## src/rtl/tlc_pkg.sv

```systemverilog
// Shared types and defaults for the traffic light controller front end.
package tlc_pkg;

  typedef enum logic [1:0] {
    IDLE    = 2'b00,
    PENDING = 2'b01,
    SERVING = 2'b10
  } car_state_t;

  localparam int DEBOUNCE_CYCLES_DEF = 4;
  localparam int CNT_W_DEF           = 8;

endpackage

```

## src/rtl/sync_debounce.sv

```systemverilog
// Two-flop synchronizer, level debouncer and rising-edge detector for the
// asynchronous vehicle loop signal.
module sync_debounce
  import tlc_pkg::*;
#(
  parameter int DEBOUNCE_CYCLES = DEBOUNCE_CYCLES_DEF
) (
  input  logic i_clk,
  input  logic i_reset,
  input  logic i_sensor,
  output logic stable,
  output logic rise
);

  localparam int DB_W = $clog2(DEBOUNCE_CYCLES + 1);
  localparam logic [DB_W-1:0] DB_LAST = DB_W'(DEBOUNCE_CYCLES - 1);

  logic            sync_meta;
  logic            sens_s;
  logic            stable_d;
  logic [DB_W-1:0] db_cnt;

  always_ff @(posedge i_clk or negedge i_reset) begin
    if (!i_reset) begin
      sync_meta <= 1'b0;
      sens_s    <= 1'b0;
    end else begin
      sync_meta <= i_sensor;
      sens_s    <= sync_meta;
    end
  end

  // A new level is accepted only after DEBOUNCE_CYCLES consecutive differing samples.
  always_ff @(posedge i_clk or negedge i_reset) begin
    if (!i_reset) begin
      stable <= 1'b0;
      db_cnt <= '0;
    end else if (sens_s == stable) begin
      db_cnt <= '0;
    end else if (db_cnt == DB_LAST) begin
      stable <= sens_s;
      db_cnt <= '0;
    end else begin
      db_cnt <= db_cnt + DB_W'(1);
    end
  end

  always_ff @(posedge i_clk or negedge i_reset) begin
    if (!i_reset) begin
      stable_d <= 1'b0;
    end else begin
      stable_d <= stable;
    end
  end

  assign rise = stable & ~stable_d;

endmodule

```

## src/rtl/car_sensor_conditioner.sv

```systemverilog
// Turns debounced loop arrivals into a held service request for the light
// controller. Optional arrival counter enabled by defining CAR_COUNT_EN.
module car_sensor_conditioner
  import tlc_pkg::*;
#(
  parameter int DEBOUNCE_CYCLES = DEBOUNCE_CYCLES_DEF,
  parameter int CNT_W           = CNT_W_DEF
) (
  input  logic             i_clk,
  input  logic             i_reset,
  input  logic             i_sensor,
  input  logic             i_served,
  output logic             o_car,
  output logic             o_detect,
  output logic [CNT_W-1:0] o_car_count
);

  logic       stable;
  logic       rise;
  logic       arrival;
  car_state_t state;
  car_state_t state_nxt;
  logic       queued;
  logic       queued_nxt;

  sync_debounce #(
    .DEBOUNCE_CYCLES(DEBOUNCE_CYCLES)
  ) u_sync_debounce (
    .i_clk   (i_clk),
    .i_reset (i_reset),
    .i_sensor(i_sensor),
    .stable  (stable),
    .rise    (rise)
  );

  assign arrival = rise & stable;

  always_ff @(posedge i_clk or negedge i_reset) begin
    if (!i_reset) begin
      state    <= IDLE;
      queued   <= 1'b0;
      o_detect <= 1'b0;
    end else begin
      state    <= state_nxt;
      queued   <= queued_nxt;
      o_detect <= arrival;
    end
  end

  // An arrival coinciding with green release still counts as a waiting car.
  always_comb begin
    state_nxt  = state;
    queued_nxt = queued;
    case (state)
      IDLE: begin
        if (arrival) state_nxt = PENDING;
      end
      PENDING: begin
        if (i_served) begin
          state_nxt  = SERVING;
          queued_nxt = arrival;
        end
      end
      SERVING: begin
        if (!i_served) begin
          state_nxt  = (queued || arrival) ? PENDING : IDLE;
          queued_nxt = 1'b0;
        end else if (arrival) begin
          queued_nxt = 1'b1;
        end
      end
      default: begin
        state_nxt  = IDLE;
        queued_nxt = 1'b0;
      end
    endcase
  end

  assign o_car = (state == PENDING);

`ifdef CAR_COUNT_EN
  logic [CNT_W-1:0] car_count;

  always_ff @(posedge i_clk or negedge i_reset) begin
    if (!i_reset) begin
      car_count <= '0;
    end else if (arrival && (car_count != '1)) begin
      car_count <= car_count + CNT_W'(1);
    end
  end

  assign o_car_count = car_count;
`else
  assign o_car_count = '0;
`endif

endmodule
```

## config.mk

```make
export PLATFORM = sky130hd
export DESIGN_NAME = car_sensor_conditioner
export DESIGN_NICKNAME = d
export VERILOG_FILES = /design/src/rtl/tlc_pkg.sv /design/src/rtl/sync_debounce.sv /design/src/rtl/car_sensor_conditioner.sv
export SDC_FILE = /design/constraint.sdc
export NUM_CORES = 1
export LEC_CHECK = 0
export CAP_MARGIN = 40
export CELL_PAD_IN_SITES_DETAIL_PLACEMENT = 1
export CELL_PAD_IN_SITES_GLOBAL_PLACEMENT = 1
export CORE_MARGIN = 1.5
export CORE_UTILIZATION = 36
export DETAILED_ROUTE_END_ITERATION = 7
export PLACE_DENSITY_LB_ADDON = 0.1
export SKIP_CTS_REPAIR_TIMING = 1
export SYNTH_ARGS = -nofsm -noshare
export SYNTH_HDL_FRONTEND = slang
export SYNTH_SLANG_ARGS = --single-unit
export TNS_END_PERCENT = 1
```

## constraint.sdc

```tcl
create_clock -name i_clk -period 2.1 [get_ports i_clk]
set_input_delay 0.525 -clock i_clk [delete_from_list [all_inputs] [get_ports i_clk]]
set_output_delay 0.525 -clock i_clk [all_outputs]
set_load 0.01 [all_outputs]
```

==> results.py <==
metrics = {
    "floorplanning": {
        "start_util": 0.387,
        "die_h_um": 43.5,
        "io_pins": 14,
        "rows": 14,
        "die_w_um": 43.5,
        "dieArea_um2": 1890,
        "core_area_um2": 1520,
    },
    "timing": {
        "min_period_ns": 1.67,
        "fin_ws_ns": 0.431,
        "fmax_mhz": 599,
        "skew_ns": 0.00588,
        "setup_viol": 0,
        "hold_viol": 0,
        "post-route-period-util": 0.795,
        "final_max_slew_viol_count": 0,
        "rsz0062_at_grt": "false",
    },
    "clock_tree": {
        "cts_buffers": 3,
        "clkSinkCount": 11,
        "clk_pin_slew_ns": 0.07,
        "cts_max_path_buffers": 2,
        "clock-root-buffer": "clkbuf_4",
        "clk_latency_ns": 0.27,
        "cts_tree": "yes",
        "cts-htree-levels": 1,
    },
    "run_status": {
        "status": "finished, final reports clean",
    },
    "logic_synthesis": {
        "synth_seq_cells": 11,
        "syn-cell-area_um2": 589,
        "synth_cell_types": 21,
        "yosysTopAreaCell": "dfrtp_1",
        "synth_most_common_cell": "dfrtp_1",
        "yosys-top-cells-count": "dfrtp_1 (11), buf_4 (8), ha_1 (7)",
        "synth_top_flop_cell": "dfrtp_1",
        "synth_edf_count": 0,
        "synth_top_area_frac": 0.467,
        "async_flop_share": 1.00,
        "ys_seq_area_frac": 0.467,
        "synthTopCellsByArea": "dfrtp_1 (47%), ha_1 (15%), buf_4 (10%)",
        "syn_inst": 49,
        "syn_area_per_cell_um2": 12.0,
        "yosysWarningCount": 0,
    },
    "placed_design": {
        "dp_slack_ns": 0.127,
        "port_buffers": 5,
        "place_area_um2": 626,
        "place_hpwl_um": 745,
        "gp_congestion": 0.817,
    },
    "route": {
        "drc": 0,
        "wl_per_cell_um": 12.6,
        "avgViaCountPerCell": 4.63,
        "vias": 338,
        "wirelength_um": 921,
        "drt_iter0_drc": 0,
        "drtAntennaViolNets": 0,
        "firstDrtPassIters": 1,
    },
    "grt": {
        "grt_first_pass_wirelength_mm": 1.60,
        "grt_pass1_vias": 371,
        "antenna_found_initial": 0,
        "grt_max_degree": 12,
        "grt_use_total": 0.119,
        "grt_overflow_total": 0,
    },
    "worst_setup_path": {
        "cp-end-kind": "output port",
        "critical-path-max-stage-delay_ns": 0.44,
        "arrival_ns": 1.14,
        "critPathSlowestCell": "dfrtp_2",
        "crit_family": "flip-flops",
        "critPathKind": "reg2out",
        "crit_chain": "inv_2 -> ha_1 -> dlymetal6s2s_1",
        "cp-start-kind": "flip-flop",
        "required_ns": 1.57,
        "cp_max_fo": 5,
        "critPathBufInv": 2,
    },
    "min_path": {
        "hp-class": "reg2reg",
    },
    "final_layout": {
        "area_growth_pct": 11.3,
        "diodes": 0,
        "drive_above_1_share": 0.175,
        "postLayoutCellArea_um2": 656,
        "fin_nets": 69,
    },
    "power_and_ir_drop": {
        "p_total_mw": 0.838,
        "ir_drop_mv": 0.466,
        "p_per_area_nw_per_um2": 1280,
        "leakagePower_nw": 0.335,
    },
    "run": {
        "drv_cap": 0,
    },
}
[area by class of cell]
class,count,area (um2)
Multi-Input combinational cell,34,269
Inverter,3,11.3
Clock buffer,4,26.3
Sequential cell,11,277
Tap cell,16,20.0
Fill cell,179,868
Timing Repair Buffer,5,52.6
[per-stage QoR]
stage | std cells | setup TNS (ns) | hold slack [ns] | util
2_1_floorplan | 56 | 0 | 0.229 | -
3_3_place_gp | 69 | 0 | 0.338 | 0.411
3_5_place_dp | 69 | 0 | 0.360 | 0.411
4_1_cts | 73 | -0.0190 | 0.368 | 0.428
5_1_grt | 73 | 0 | 0.383 | 0.430
6_report | 73 | 0 | 0.363 | 0.430
[cells by family after synthesis]
| logic type | synth area share |
|---|---|
| compound gates | 0.0658 |
| mux | 0.0743 |
| fa+ha+maj | 0.149 |
| other cells | 0.00636 |
| flops | 0.467 |
| simple gates | 0.102 |
| xor+xnor | 0.0149 |
| buf+inv | 0.121 |
[power breakdown]
part	internal, mW	switching (mW)
sequential	0.285	0.0506
combinational	0.184	0.176
clock	0.0734	0.0689
total	0.542	0.295
[worst paths after layout]
| kind | startpoint | end | slack, ns | cells past startpoint |
|---|---|---|---|---|
| setup / recovery | state[1] | o_car | 0.43 | 3 |
| hold / removal | u_sync_debounce.sync_meta | u_sync_debounce.sens_s | 0.36 | 0 |
| setup reg to reg | state[1] | queued | 0.48 | 5 |
| hold reg to reg | u_sync_debounce.sync_meta | u_sync_debounce.sens_s | 0.36 | 0 |
| max in group asynchronous | i_reset | state[1] | 1.17 | 1 |
| min in group asynchronous | i_reset | u_sync_debounce.db_cnt[2] | 0.58 | 1 |
[routing by layer]
metal	routed length [um]	global-route usage	vias up
met5	0	0	-
met2	431	0.197	13
met3	50	0.0375	4
li1	-	-	164
met1	412	0.141	157
met4	26	0.0545	0
[placed cells by master, fill, tap and decap left out, drive strengths merged, types with 2 or more instances in the layout]
cell type      netlist  final
clkdlybuf4s50        0      4
ha                   7      7
conb                 1      8
nor2b                2      2
dfrtp               11     11
mux2                 3      3
clkbuf               0      4
nor3b                2      2
inv                  3      3
nor2                 2      2
[flip-flops by register name, indices dropped and copies added (netlist names)]
name                       cells
o_detect                       1
u_sync_debounce.stable         1
u_sync_debounce.stable_d       1
u_sync_debounce.sens_s         1
state                          2
u_sync_debounce.sync_meta      1
queued                         1
u_sync_debounce.db_cnt         3
No activity file was read; power rests on OpenSTA's default activity.
